`config.mk`:
```
export PLATFORM = sky130hd
export DESIGN_NAME = prgrom_loader
export DESIGN_NICKNAME = d
export VERILOG_FILES = /design/src/rtl/prgrom_loader.sv
export SDC_FILE = /design/constraint.sdc
export NUM_CORES = 1
export LEC_CHECK = 0
export CELL_PAD_IN_SITES_DETAIL_PLACEMENT = 1
export CELL_PAD_IN_SITES_GLOBAL_PLACEMENT = 1
export CORE_AREA = 2 2 127 104
export DETAILED_ROUTE_END_ITERATION = 8
export DIE_AREA = 0 0 129 106
export PLACE_DENSITY = 0.81
export SLEW_MARGIN = 25
export SYNTH_ARGS = -nofsm -noshare
export SYNTH_HDL_FRONTEND = slang
export SYNTH_SLANG_ARGS = --single-unit
```
`constraint.sdc`:
```
create_clock -name clock -period 2.8 [get_ports clock]
set_input_delay 0.28 -clock clock [delete_from_list [all_inputs] [get_ports clock]]
set_output_delay 0.28 -clock clock [all_outputs]
set_load 0.05 [all_outputs]
```
`src/rtl/prgrom_loader.sv`:
```
// prgrom_loader: receives a framed program image byte by byte, assembles
// big-endian 32-bit words and writes them to the instruction ROM. The fetch
// unit is held in reset (cpu_hold) while a load is in progress.
// Frame: LEN_HI, LEN_LO (word count N), 4*N data bytes, MSB first, and an
// XOR checksum byte when PRGROM_LOADER_CHECKSUM_EN is defined.
// ADDR_WIDTH must be at most 16 because word_count is 16 bits wide.
module prgrom_loader #(
   parameter int ADDR_WIDTH = 14
) (
   input  logic                  clock,
   input  logic                  reset,
   input  logic                  start_load,
   input  logic                  rx_valid,
   input  logic [7:0]            rx_byte,
   output logic                  mem_we,
   output logic [ADDR_WIDTH-1:0] mem_addr,
   output logic [31:0]           mem_wdata,
   output logic                  cpu_hold,
   output logic                  load_done,
   output logic                  load_err,
   output logic [15:0]           word_count
);

`ifdef PRGROM_LOADER_CHECKSUM_EN
   typedef enum logic [2:0] {
      S_IDLE, S_LEN_HI, S_LEN_LO, S_DATA, S_CSUM, S_DONE, S_ERR
   } state_t;
`else
   typedef enum logic [2:0] {
      S_IDLE, S_LEN_HI, S_LEN_LO, S_DATA, S_DONE, S_ERR
   } state_t;
`endif

   // Largest accepted word count: the full memory capacity.
   localparam logic [16:0] CAP = 17'd1 << ADDR_WIDTH;

   state_t                  state_q, state_d;
   logic [15:0]             len_q, len_d;
   logic [23:0]             word_q, word_d;   // first three bytes of the word
   logic [1:0]              idx_q, idx_d;
   logic [15:0]             wcnt_q, wcnt_d;
   logic                    we_q, we_d;
   logic [ADDR_WIDTH-1:0]   addr_q, addr_d;
   logic [31:0]             wdata_q, wdata_d;
   logic                    err_q, err_d;
`ifdef PRGROM_LOADER_CHECKSUM_EN
   logic [7:0]              csum_q, csum_d;
`endif

   logic [16:0]             len_full;
   logic                    last_word;

   assign len_full  = {1'b0, len_q[15:8], rx_byte};
   assign last_word = (wcnt_q == len_q - 16'd1);

   // Next-state and datapath: byte framing, word assembly, write issue.
   always_comb begin
      state_d = state_q;
      len_d   = len_q;
      word_d  = word_q;
      idx_d   = idx_q;
      wcnt_d  = wcnt_q;
      we_d    = 1'b0;
      addr_d  = addr_q;
      wdata_d = wdata_q;
      err_d   = err_q;
`ifdef PRGROM_LOADER_CHECKSUM_EN
      csum_d  = csum_q;
`endif
      unique case (state_q)
         S_IDLE: begin
            if (start_load) begin
               state_d = S_LEN_HI;
               err_d   = 1'b0;
               wcnt_d  = 16'd0;
               idx_d   = 2'd0;
               word_d  = 24'd0;
`ifdef PRGROM_LOADER_CHECKSUM_EN
               csum_d  = 8'd0;
`endif
            end
         end
         S_LEN_HI: begin
            if (rx_valid) begin
               len_d[15:8] = rx_byte;
               state_d     = S_LEN_LO;
            end
         end
         S_LEN_LO: begin
            if (rx_valid) begin
               len_d[7:0] = rx_byte;
               if (len_full == 17'd0)     state_d = S_DONE;
               else if (len_full > CAP)   state_d = S_ERR;
               else                       state_d = S_DATA;
            end
         end
         S_DATA: begin
            if (rx_valid) begin
               word_d = {word_q[15:0], rx_byte};
               idx_d  = idx_q + 2'd1;
`ifdef PRGROM_LOADER_CHECKSUM_EN
               csum_d = csum_q ^ rx_byte;
`endif
               if (idx_q == 2'd3) begin
                  we_d    = 1'b1;
                  addr_d  = wcnt_q[ADDR_WIDTH-1:0];
                  wdata_d = {word_q, rx_byte};
                  wcnt_d  = wcnt_q + 16'd1;
`ifdef PRGROM_LOADER_CHECKSUM_EN
                  if (last_word) state_d = S_CSUM;
`else
                  if (last_word) state_d = S_DONE;
`endif
               end
            end
         end
`ifdef PRGROM_LOADER_CHECKSUM_EN
         S_CSUM: begin
            if (rx_valid) state_d = (rx_byte == csum_q) ? S_DONE : S_ERR;
         end
`endif
         S_DONE: state_d = S_IDLE;
         S_ERR: begin
            err_d   = 1'b1;
            state_d = S_IDLE;
         end
         default: state_d = S_IDLE;
      endcase
   end

   // State register with synchronous reset; a partial word is dropped.
   always_ff @(posedge clock) begin
      if (reset) begin
         state_q <= S_IDLE;
         len_q   <= 16'd0;
         word_q  <= 24'd0;
         idx_q   <= 2'd0;
         wcnt_q  <= 16'd0;
         we_q    <= 1'b0;
         addr_q  <= '0;
         wdata_q <= 32'd0;
         err_q   <= 1'b0;
`ifdef PRGROM_LOADER_CHECKSUM_EN
         csum_q  <= 8'd0;
`endif
      end else begin
         state_q <= state_d;
         len_q   <= len_d;
         word_q  <= word_d;
         idx_q   <= idx_d;
         wcnt_q  <= wcnt_d;
         we_q    <= we_d;
         addr_q  <= addr_d;
         wdata_q <= wdata_d;
         err_q   <= err_d;
`ifdef PRGROM_LOADER_CHECKSUM_EN
         csum_q  <= csum_d;
`endif
      end
   end

   assign mem_we     = we_q;
   assign mem_addr   = addr_q;
   assign mem_wdata  = wdata_q;
   assign cpu_hold   = (state_q != S_IDLE);
   assign load_done  = (state_q == S_DONE);
   assign load_err   = err_q;
   assign word_count = wcnt_q;

endmodule

```
==> results of run 1 <==
flip-flops by register name, indices dropped and copies added, names as in the netlist:
signal	flops
word_count	16
mem_wdata	32
load_err	1
mem_we	1
state_q	3
idx_q	2
word_q	24
len_q	16
mem_addr	14
how the worst max path moves through the flow:
stage | end | slack, ns | depth (start not counted)
after floorplan | state_q[0] | 0.43 | 9
after global placement | state_q[1] | 0.30 | 8
after detailed placement | word_count[13] | 0.16 | 8
after CTS | state_q[0] | 0.17 | 9
after global routing | state_q[1] | 0.02 | 9
final | state_q[0] | 0.14 | 9
area by class of cell:
cell class	instances	area, um2	share of cell area (%)
repair buffers	90	888	14.9
clock inverters	2	13.8	0.231
well taps	175	219	3.68
inverters	4	15.0	0.252
clock buffers	14	284	4.78
multi-input cells	446	2340	39.4
flip-flops and latches	109	2180	36.7
synth_stat cells (all sizes together), types with 2 or more instances:
cell / n / area, um2
nor2b: 9 / 56.3
xor2: 19 / 166
a31oi: 3 / 18.8
nor3: 7 / 35.0
nor2: 32 / 120
and3: 4 / 25.0
dfxtp: 109 / 2180
nand2: 164 / 616
a211oi: 2 / 15.0
and2: 2 / 12.5
nand2b: 4 / 25.0
ha: 3 / 37.5
mux2i: 7 / 70.1
xnor2: 11 / 96.3
clkbuf: 44 / 166
or4: 2 / 18.8
o21ai: 5 / 25.0
inv: 4 / 15.0
buf: 4 / 23.8
nand3: 36 / 180
nand4: 7 / 43.8
nand4b: 3 / 26.3
a21oi: 98 / 490
nor4: 6 / 50.0
a21o: 3 / 22.5
nor3b: 4 / 35.0
worst max-delay path: stages (launching register included):
cell	delay (ns)
dfxtp_1	0.36
inv_1	0.09
ha_1	0.24
or4b_4	0.51
nor3b_2	0.31
nand4b_1	0.13
o21ai_0	0.10
o21bai_1	0.10
a2111o_1	0.48
a31o_1	0.23
layer usage:
| layer | track usage [%] | vias to the layer above | share of wire (%) |
|---|---|---|---|
| met2 | 34.2 | 109 | 47 |
| li1 | - | 2136 | - |
| met3 | 3.88 | 21 | 5.0 |
| met1 | 29.0 | 2184 | 46 |
| met4 | 6.83 | 0 | 2.1 |
| met5 | 0 | - | 0 |
power by group through the flow:
stage	Combinational, mW	Clock (mW)	Sequential, mW
6_report	0.492	1.28	1.63
4_1_cts	0.489	1.31	1.62
3_5_place_dp	0.483	0	1.66
2_1_floorplan	0.381	0	1.63
5_1_grt	0.538	1.36	1.63
3_3_place_gp	0.462	0	1.66
through the flow:
stage | setup WS (ns) | hold slack [ns] | instances
after global routing | 0.0163 | 0.318 | 840
after global placement | 0.304 | 0.442 | 824
after detailed placement | 0.160 | 0.450 | 824
after floorplan | 0.431 | 0.416 | 607
after CTS | 0.168 | 0.298 | 840
final | 0.143 | 0.309 | 840
logic make-up (layout without fill, tap and decap cells):
family	Yosys count	in the layout	synth area share (%)
DFF	109	109	46.2
adders and majority gates	3	3	0.795
and+or+nand+nor	286	286	27.9
muxes	7	7	1.48
xor gates and xnor gates	30	30	5.56
buffers and inverters	52	110	4.35
AOI/OAI and AO/OA	120	120	13.7
==> run summary, run 1 <==
Result of the run: complete, no violations
EDFF count, synth: 0
Total leakage power: 1.98 nW
CP startpoint: len_q[0]
Most frequent cells in the layout: 164 x nand2_1, 109 x dfxtp_1, 97 x a21oi_1
Hold Crit Class: input port to flip-flop
Initial Util: 37.6%
Crit path launch type: flip-flop
Hold Path Sink: len_q[10]
Post-CTS Resized: 0
Synth Flop Type: dfxtp_1
Ant. Diodes: 0
Final Wtd Congestion: 0.870
Power Total: 3.40 mW
Clk pin slew, worst setup/hold paths: 0.07 ns
Hold depth: 2
# DRC: 0
Fmax: 376 MHz
Number of global-route vias before repair: 4,496
Synth Warn #: 0
CP Class: flip-flop to flip-flop
CP required: 3.05 ns
Number of distinct library cells after synthesis: 48
Height of the die: 106 um
First-pass GRT wire length: 23.1 mm
Maximum clock path buffer count: 2
FF-to-FF Start: len_q[0]
DP HPWL: 9.90 mm
Final Hold Viols: 0
Area after DPL: 5650 um2
Clock insertion delay at the later pin of the skew report: 0.35 ns
P&R area growth vs syn: 25.9%
TritonCTS Buffers: 9
Net switching power figure: 0.941 mW
Sequential Power Share: 47.9%
Fillers: 1,517
CTS Sinks: 109
Crit end category: flip-flop
Max Cap Viol: 0
Via count: 4,450
CTS root buf: clkbuf_16
Commonest non-fill, non-tap cell in the layout: nand2_1
Clock network power share: 37.7%
Drt first pass iters: 4
Core area: 12,500 um2
Share of cells above drive strength 1: 5.86%
DR WL/cell: 16.8 um
Tot GR Track Use: 21.3%
CP max FO: 5
H-tree depth: 3
Post-route clock period utilization: 94.9%
Hold buffer count at CTS: 0
RSZ-0062 raised after global routing: false
FP Rows: 37
Final Max Slew Viols: 0
Slew Limit Headroom: 41.2%
Vias per cell: 5.30
Pin count of the biggest net entering global routing: 86
Buffers on Ports: 77
Net Count, Synth: 622
R2R depth: 9
R2R Setup Slk: 0.14 ns
Seq/Total Area, Yosys: 46.2%
Layout Nets: 675
Fin Setup TNS: 0 ns
Initial antenna violation count: 0
Post-synthesis area per instance: 7.78 um2
FF+latch count, synth: 109
Asr flop ratio synth: 0%
Die width: 129 um
Hold Startpoint: reset
Comb pwr share: 14.5%
Switching share of power: 27.7%
Setup Skew: 0.00597 ns
Starting DRC count in detailed routing: 279
Post-CTS Setup Bufs: 0
Crit Reg-Reg Endpoint: state_q[0]
Cell Int Power: 2.46 mW
PwrDens: 571 nW/um2
ANT nets after route: 0
Io pins: 78
Final Util: 47.4%
Setup-failing EPs final: 0
Die Area: 13,700 um2
Remaining Overflow, GRT: 0
Fin area: 5950 um2
Crit path DAT: 2.91 ns
Routed wire length: 14.1 mm
Worst-Margin Slew: 0.882 ns
Cell Area, Synth: 4720 um2
CTS tree: built
Maximum VDD drop: 0.000332 V
Post-synthesis cell count: 607
Minimum clock period: 2.66 ns
No activity file was read; power rests on OpenSTA's default activity.
==> run 2, diff against run 1 <==
- TNS_END_PERCENT: default -> 50
==> results of run 2 <==
Final layout, timing and power as in run 1 (identical DEF).
==> run 3, diff against run 2 <==
- CORE_AREA: 2 2 127 104 -> 2 2 117 96
- DIE_AREA: 0 0 129 106 -> 0 0 119 98
- DONT_BUFFER_PORTS: default -> 1
- PLACE_DENSITY: 0.81 -> default
- PLACE_DENSITY_LB_ADDON: default -> 0.2
==> run 3 against run 2 <==
  * Count of clock-buffer cells in the layout shrank 5
  * Critical path depth unchanged
  * Clock power decreased by 6%
  * Wire length down 3.9%
  * Critical endpoint unchanged
==> run summary, run 3 (synthesized netlist as in run 1, its figures left out) <==
DP HPWL: 9.19 mm (-7.2%)
Drt first pass iters: 4 (unchanged)
Final Wtd Congestion: 0.838 (-3.7%)
Fmax: 373 MHz (-0.85%)
Max Cap Viol: 0 (unchanged)
Crit path DAT: 2.93 ns (+0.02 ns)
Via count: 4,137 (-7.0%)
CP max FO: 5 (unchanged)
Final Hold Viols: 0 (unchanged)
Height of the die: 98 um (-7.5%)
CTS root buf: clkbuf_16
Buffers on Ports: 0 (-100%)
Post-CTS Resized: 0 (unchanged)
Result of the run: complete, no violations
Setup Skew: 0.00706 ns (+0.00109 ns)
Dpl cells: 725 (-12%)
Fin Setup TNS: 0 ns (unchanged)
Starting DRC count in detailed routing: 221 (-21%)
# DRC: 0 (unchanged)
Total leakage power: 1.78 nW (-10%)
Io pins: 78 (unchanged)
Ant. Diodes: 0 (unchanged)
CTS tree: built
Die width: 119 um (-7.8%)
Vias per cell: 5.56 (+5.0%)
Fillers: 1,319 (-13%)
Max FFs per register: 32 (unchanged)
Initial antenna violation count: 0 (unchanged)
CTS Sinks: 109 (unchanged)
Die Area: 11,700 um2 (-15%)
Setup-failing EPs final: 0 (unchanged)
TritonCTS Buffers: 9 (unchanged)
DR WL/cell: 18.2 um (+8.5%)
Tot GR Track Use: 24.3% (+3.0 points)
Most frequent cells in the layout: 164 x nand2_1, 109 x dfxtp_1, 97 x a21oi_1
Crit path launch type: flip-flop
P&R area growth vs syn: 10.7%
Commonest non-fill, non-tap cell in the layout: nand2_1
Worst-Margin Slew: 1.01 ns (+0.125 ns)
Hold Crit Class: input port to flip-flop
Pin count of the biggest net entering global routing: 58 (-33%)
Remaining Overflow, GRT: 0 (unchanged)
Initial Util: 44.6% (+6.9 points)
Crit end category: flip-flop
H-tree depth: 3 (unchanged)
Clk pin slew, worst setup/hold paths: 0.07 ns (about the same)
Share of cells above drive strength 1: 8.33% (+2.5 points)
Core area: 10,600 um2 (-16%)
CP required: 3.05 ns (about the same)
Slew Limit Headroom: 32.6% (-8.6 points)
ANT nets after route: 0 (unchanged)
Clock insertion delay at the later pin of the skew report: 0.35 ns (about the same)
First-pass GRT wire length: 22.5 mm (-2.7%)
Finished Layout Cells: 744 (-11%)
Number of global-route vias before repair: 4,211 (-6.3%)
PwrDens: 629 nW/um2 (+10%)
Maximum VDD drop: 0.000351 V (+5.8%)
Final Max Slew Viols: 0 (unchanged)
Layout Nets: 610 (-9.6%)
CP Class: flip-flop to flip-flop
RSZ-0062 raised after global routing: false
Minimum clock period: 2.68 ns (+0.0228 ns)
Maximum clock path buffer count: 2 (unchanged)
FP Rows: 34 (-8.1%)
Power Total: 3.29 mW (-3.3%)
Routed wire length: 13.5 mm (-3.9%)
Post-route clock period utilization: 95.7% (+0.82 points)
==> run 3: cell types whose count changed in the layout (fill, tap and decap cells not counted), sizes merged <==
cell / previous run / this run
buf: 14 / 23
clkbuf: 14 / 9
clkdlybuf4s50: 76 / 0
clkinv: 1 / 5
dlygate4sd3: 0 / 2
inv: 5 / 6
==> run 3: metrics by stage <==
step	utilization [%]	setup slack [ns]	area [um2]	hold slack, ns
after floorplan	-	0.431	4720	0.416
after global placement	46.3	0.309	4900	0.357
after detailed placement	46.3	0.191	4900	0.361
after CTS	49.3	0.140	5230	0.0518
after global routing	49.3	0.0206	5230	0.0561
final	49.3	0.120	5230	0.0576
==> run 3: where the power goes <==
group / internal (mW) / leakage [nW] / switching (mW)
Clock: 0.609 / 0.141 / 0.595
Sequential: 1.57 / 0.879 / 0.0421
Combinational: 0.165 / 0.761 / 0.303
Total: 2.35 / 1.78 / 0.940
==> run 3: layout make-up <==
class / count / area, um2 / area share (%)
repair buffers: 25 / 225 / 4.31
multi-input cells: 446 / 2350 / 45.0
clock inverters: 7 / 48.8 / 0.934
flip-flops and latches: 109 / 2180 / 41.8
inverters: 4 / 15.0 / 0.287
well taps: 144 / 180 / 3.45
clock buffers: 9 / 225 / 4.31
==> run 3: worst paths after layout <==
kind / from / slack [ns] / depth (start not counted) / end
max reg2reg: len_q[0] / 0.12 / 9 / state_q[0]
min reg2reg: word_q[23] / 0.46 / 2 / mem_wdata[31]
min: rx_byte[2] / 0.06 / 2 / mem_wdata[2]
max: len_q[0] / 0.12 / 9 / state_q[0]
==> run 3: critical path, stage by stage, from the launching register on <==
cell and delay [ns]:
dfxtp_1 0.36, inv_1 0.09, ha_1 0.26, or4b_4 0.51, nor3b_2 0.29, nand4b_1 0.13
o21ai_0 0.09, o21bai_1 0.10, a2111o_1 0.49, a31o_1 0.24
==> run 3: timing repair <==
action,4_1_cts,5_1_grt
buffers inserted,0,0
hold endpoints to repair,57,0
hold buffers,3,0
==> run 3: metal layers <==
layer	part of all wire (%)	track usage, %	up-vias
met5	0	0	-
met4	1.8	7.33	0
met3	6.6	6.66	17
met2	45	37.1	110
met1	47	33.7	2001
li1	-	-	2009
